<file path="src/rtl/cpu_lockstep_checker_pkg.sv">
// Shared types for the CPU lockstep checker.
//   bus_txn_t   : one captured bus cycle {addr, data, rw}, 25 bits.
//   chk_state_e : checker FSM states.
//   chk_err_e   : error codes reported on err_code.
package cpu_lockstep_checker_pkg;

  typedef struct packed {
    logic [15:0] addr;
    logic [7:0]  data;
    logic        rw;     // 1 = read
  } bus_txn_t;

  localparam int TXN_W = $bits(bus_txn_t);
  localparam int TMO_W = 16;

  typedef enum logic [1:0] {
    IDLE = 2'd0,
    RUN  = 2'd1,
    FAIL = 2'd2
  } chk_state_e;

  typedef enum logic [1:0] {
    ERR_NONE     = 2'd0,
    ERR_MISMATCH = 2'd1,
    ERR_OVERFLOW = 2'd2,
    ERR_TIMEOUT  = 2'd3
  } chk_err_e;

endpackage

</file>
<file path="src/rtl/cpu_lockstep_checker_txn_fifo.sv">
// Small synchronous FIFO of bus transactions, one per checked model.
// Ports:
//   clk, rst   : clock, synchronous active-high reset
//   push, din  : write din at the edge (ignored when full unless pop)
//   pop        : drop the head entry at the edge
//   flush      : empty the FIFO at the edge (wins over push/pop)
//   full/empty : occupancy flags
//   head       : oldest entry, valid while !empty
module txn_fifo
  import cpu_lockstep_checker_pkg::*;
#(
  parameter int DEPTH = 8
) (
  input  logic     clk,
  input  logic     rst,
  input  logic     push,
  input  logic     pop,
  input  logic     flush,
  input  bus_txn_t din,
  output logic     full,
  output logic     empty,
  output bus_txn_t head
);

  localparam int AW = $clog2(DEPTH);
  localparam logic [AW:0] PTR_ONE = (AW+1)'(1);

  // Extra MSB on each pointer distinguishes full from empty when the
  // index bits are equal.
  logic [AW:0] wr_ptr;
  logic [AW:0] rd_ptr;
  bus_txn_t    mem [DEPTH];
  logic        wr_en;
  logic        rd_en;

  assign full  = (wr_ptr[AW] != rd_ptr[AW]) && (wr_ptr[AW-1:0] == rd_ptr[AW-1:0]);
  assign empty = (wr_ptr == rd_ptr);
  assign head  = mem[rd_ptr[AW-1:0]];

  // A push into a full FIFO is only safe when the head leaves on the same edge.
  assign wr_en = push && (!full || pop) && !flush;
  assign rd_en = pop && !empty && !flush;

  always_ff @(posedge clk) begin
    if (rst || flush) begin
      wr_ptr <= '0;
      rd_ptr <= '0;
    end else begin
      if (wr_en) wr_ptr <= wr_ptr + PTR_ONE;
      if (rd_en) rd_ptr <= rd_ptr + PTR_ONE;
    end
  end

  // NOTE: storage is deliberately not reset; the pointers alone define which
  // entries are meaningful, and leaving the array unreset lets it map to RAM.
  always_ff @(posedge clk) begin
    if (wr_en) mem[wr_ptr[AW-1:0]] <= din;
  end

endmodule

</file>
<file path="config.mk">
export PLATFORM = sky130hd
export DESIGN_NAME = txn_fifo
export DESIGN_NICKNAME = d
export VERILOG_FILES = /design/src/rtl/cpu_lockstep_checker_pkg.sv /design/src/rtl/cpu_lockstep_checker_txn_fifo.sv
export SDC_FILE = /design/constraint.sdc
export NUM_CORES = 1
export LEC_CHECK = 0
export ABC_AREA = 1
export BUFFER_PORTS_ARGS = -buffer_cell sky130_fd_sc_hd__clkbuf_2
export CORE_MARGIN = 4
export CORE_UTILIZATION = 60
export CTS_CLUSTER_DIAMETER = 100
export CTS_CLUSTER_SIZE = 10
export DETAILED_ROUTE_END_ITERATION = 16
export PLACE_DENSITY_LB_ADDON = 0.05
export SYNTH_ARGS = -nofsm -noshare
export SYNTH_HDL_FRONTEND = slang
export SYNTH_SLANG_ARGS = --single-unit
</file>
<file path="constraint.sdc">
create_clock -name clk -period 4.8 [get_ports clk]
set_clock_uncertainty 0.15 [all_clocks]
set_input_delay 0.72 -clock clk [delete_from_list [all_inputs] [get_ports clk]]
set_output_delay 0.72 -clock clk [all_outputs]
set_load 0.01 [all_outputs]
</file>
==> flow_summary.ini <==
[status]
status = completed

[sta]
maxSlewViolCount = 0
timing.fmax_mhz = 298
finalSetupTns_ns = 0
final-hold-violation-count = 0
setup_violations = 0
post-route-period-util_pct = 69.9
timing.slew.headroom_pct = 28.9
min_period_ns = 3.36
rsz0062_at_grt = false
worst_pin_slew_ns = 1.07

[global_route]
grt-ovfl-total = 0
grt_busiest_layer = met2
grtUsageMet3_pct = 3.26
grt_pass1_wl_um = 27400
grt_max_degree = 101
antenna_found_initial = 0
grt_use_met2_pct = 36.2
grt_pass1_vias = 5232
grt_util_met1_pct = 29.7
track_usage_pct = 21.7

[cts]
post_cts_buffers = 0
cts-root-buf = clkbuf_16
cts_max_level = 1
cts_num_sinks = 211
clk_pin_slew_ns = 0.06
clk_path_buf_depth = 3
cts_buffers = 25
cts_hold_buf = 0
cts-resized-gates = 0
cts_tree = built
insertion_delay_ns = 0.49

[synth]
netlist_top_cells_area = edfxtp_1 72%, nor2_1 7.5%, o32ai_1 5.2%, nand2_1 4.3%, o21ai_0 3.0%
yosysTopAreaCell = edfxtp_1
synth-seq-cells = 211
ys.warnings.count = 0
synth_top_family_by_area = simple AND/OR/NAND/NOR gates
synth.distinct_cells = 26
synth_compound_area_share_pct = 8.64
synthXorXnorAreaFrac_pct = 0.419
yosys.area_share.simple_pct = 13.4
synth_edf_count = 200
async_flop_share_pct = 0
synthFlopType = edfxtp_1
synth_mux_area_share_pct = 0
syn_inst = 659
syn_area_mm2 = 0.00836
synth_top_area_share_pct = 71.8
syn-num-nets = 691
synth.yosys.seq_area_share_pct = 74.5
synthAdderAreaFrac_pct = 0.299
syn_area_per_cell_um2 = 12.7

[layout]
syn2layout_area_growth_pct = 13.5
fillCellCount = 940
drive_above_1_share_pct = 16.4
register_area_mm2 = 0.00623
layout.nets = 750
final_cell_mix = 200 x edfxtp_1, 160 x nor2_1, 96 x nand2_1
diodes = 0
layout_commonest_cell = edfxtp_1
multiInputGateArea_mm2 = 0.00192
post-route-util_pct = 70.6

[floorplan]
initial_core_util_pct = 62.1
die_w_um = 126
num_rows = 42
dieArea_mm2 = 0.0159
die_h_um = 126
core_mm2 = 0.0135
boundaryPins = 57

[pwr]
vdd_drop_max_mv = 0.291
seq_power_share_pct = 53.8
netSwitchingPower_w = 0.000762
power_density_mw_per_mm2 = 400
clkPwrFrac_pct = 41.2
leakagePower_nw = 3.36
comb_power_share_pct = 4.9
swShare_pct = 20.1
p_int_w = 0.00304

[worst_setup_path]
critical_path_arrival_ns = 2.49
endpoint_kind = output port
cpMaxStageDelayCell = clkinv_2
worstPathMaxFanout = 51
crit_chain = clkinv_2 -> buf_4 -> nor2_1 -> o32ai_1 -> nand2_1 -> nand2_1 -> clkbuf_2
path_common_cell = nand2_1
required_ns = 3.93
setup.worst_path.class = reg2out
critPathLaunchType = flop
max_stage_delay_ns = 0.50

[worst_hold_path]
min_path_type = in2reg

[routing]
wirelength_um = 17100
drt_iter0_markers = 427
drtAntennaViolNets = 0
vias = 5256
dr.pass1.iters = 5
drc = 0
via_per_inst = 5.83
routedWlPerCell_um = 18.9

[place]
io_buffers = 56
dp_hpwl_um = 9230
place.gp.congestion = 0.876

[job]
drv_cap = 0
[synthesized netlist by cell type (2+ instances only)]
library cell and instances:
nor2_1 167, nand3_1 3, o21ai_0 50, o32ai_1 50
nand3_2 3, xor2_1 2, clkbuf_1 16, nand4_1 4
inv_1 14, dfxtp_1 11, nand2_2 4, inv_2 3
nand2_1 96, ha_1 2, edfxtp_1 200, buf_2 16
xnor2_1 2, buf_1 4, a21oi_1 5
[worst max-delay path, delay by kind of cell, from the launching register on]
kind | cells | cell delay [ns]
flops | 1 | 0.32
buf+inv | 3 | 1.06
compound gates | 1 | 0.28
simple gates | 3 | 0.32
[sequential cells by signal, summed over array words and instances, names as in the netlist, named ones only]
name / cells
wr_ptr: 4
rd_ptr: 4
mem: 200
[logic make-up after synthesis]
family / Yosys count
compound gates: 106
xor+xnor: 4
fa+ha+maj: 2
buf+inv: 55
flops: 211
simple gates: 281
[final timing paths]
| path | end | cells after the start | slack, ns | start |
|---|---|---|---|---|
| hold reg to reg | rd_ptr[3]$_SDFFE_PP0P_ | 2 | 0.36 | rd_ptr[3]$_SDFFE_PP0P_ |
| setup reg to reg | mem[3][12]$_DFFE_PP_ | 10 | 2.39 | wr_ptr[0]$_SDFFE_PP0P_ |
| setup / recovery | head[1] | 7 | 1.44 | flop |
| hold / removal | mem[2][23]$_DFFE_PP_ | 1 | 0.35 | din[23] |
[power groups by stage]
stage	sequential (W)	combinational [W]	clock, W
floorplan	0.00208	0.000111	0
detailed placement	0.00208	0.000188	0
finish	0.00205	0.000186	0.00157
CTS	0.00204	0.000189	0.00160
global placement	0.00208	0.000181	0
global route	0.00205	0.000210	0.00168
[per-layer routing]
layer / routed length [um] / vias up
met1: 7490 / 2593
met4: 397 / 0
met2: 8380 / 144
met3: 785 / 29
met5: 0 / -
li1: - / 2490
[metrics by stage]
stage	hold WS, ns	worst slack (ns)	total power, W	std cells	instance area [um2]
global placement	0.348	2.01	0.00226	867	8830
CTS	0.337	1.40	0.00383	901	9490
finish	0.352	1.44	0.00380	901	9490
floorplan	0.326	2.06	0.00219	659	8360
detailed placement	0.355	1.93	0.00227	867	8830
global route	0.364	1.25	0.00393	901	9490
[cell type report]
class                           instances  share of cell area, %
Inverter                               18                  0.725
Clock buffer                           33                   6.91
Tap cell                              176                   2.32
Multi-Input combinational cell        393                   20.2
Clock inverter                          1                 0.0923
Timing Repair Buffer                   69                   4.11
Sequential cell                       211                   65.6
(Power assumes the default switching activity.)
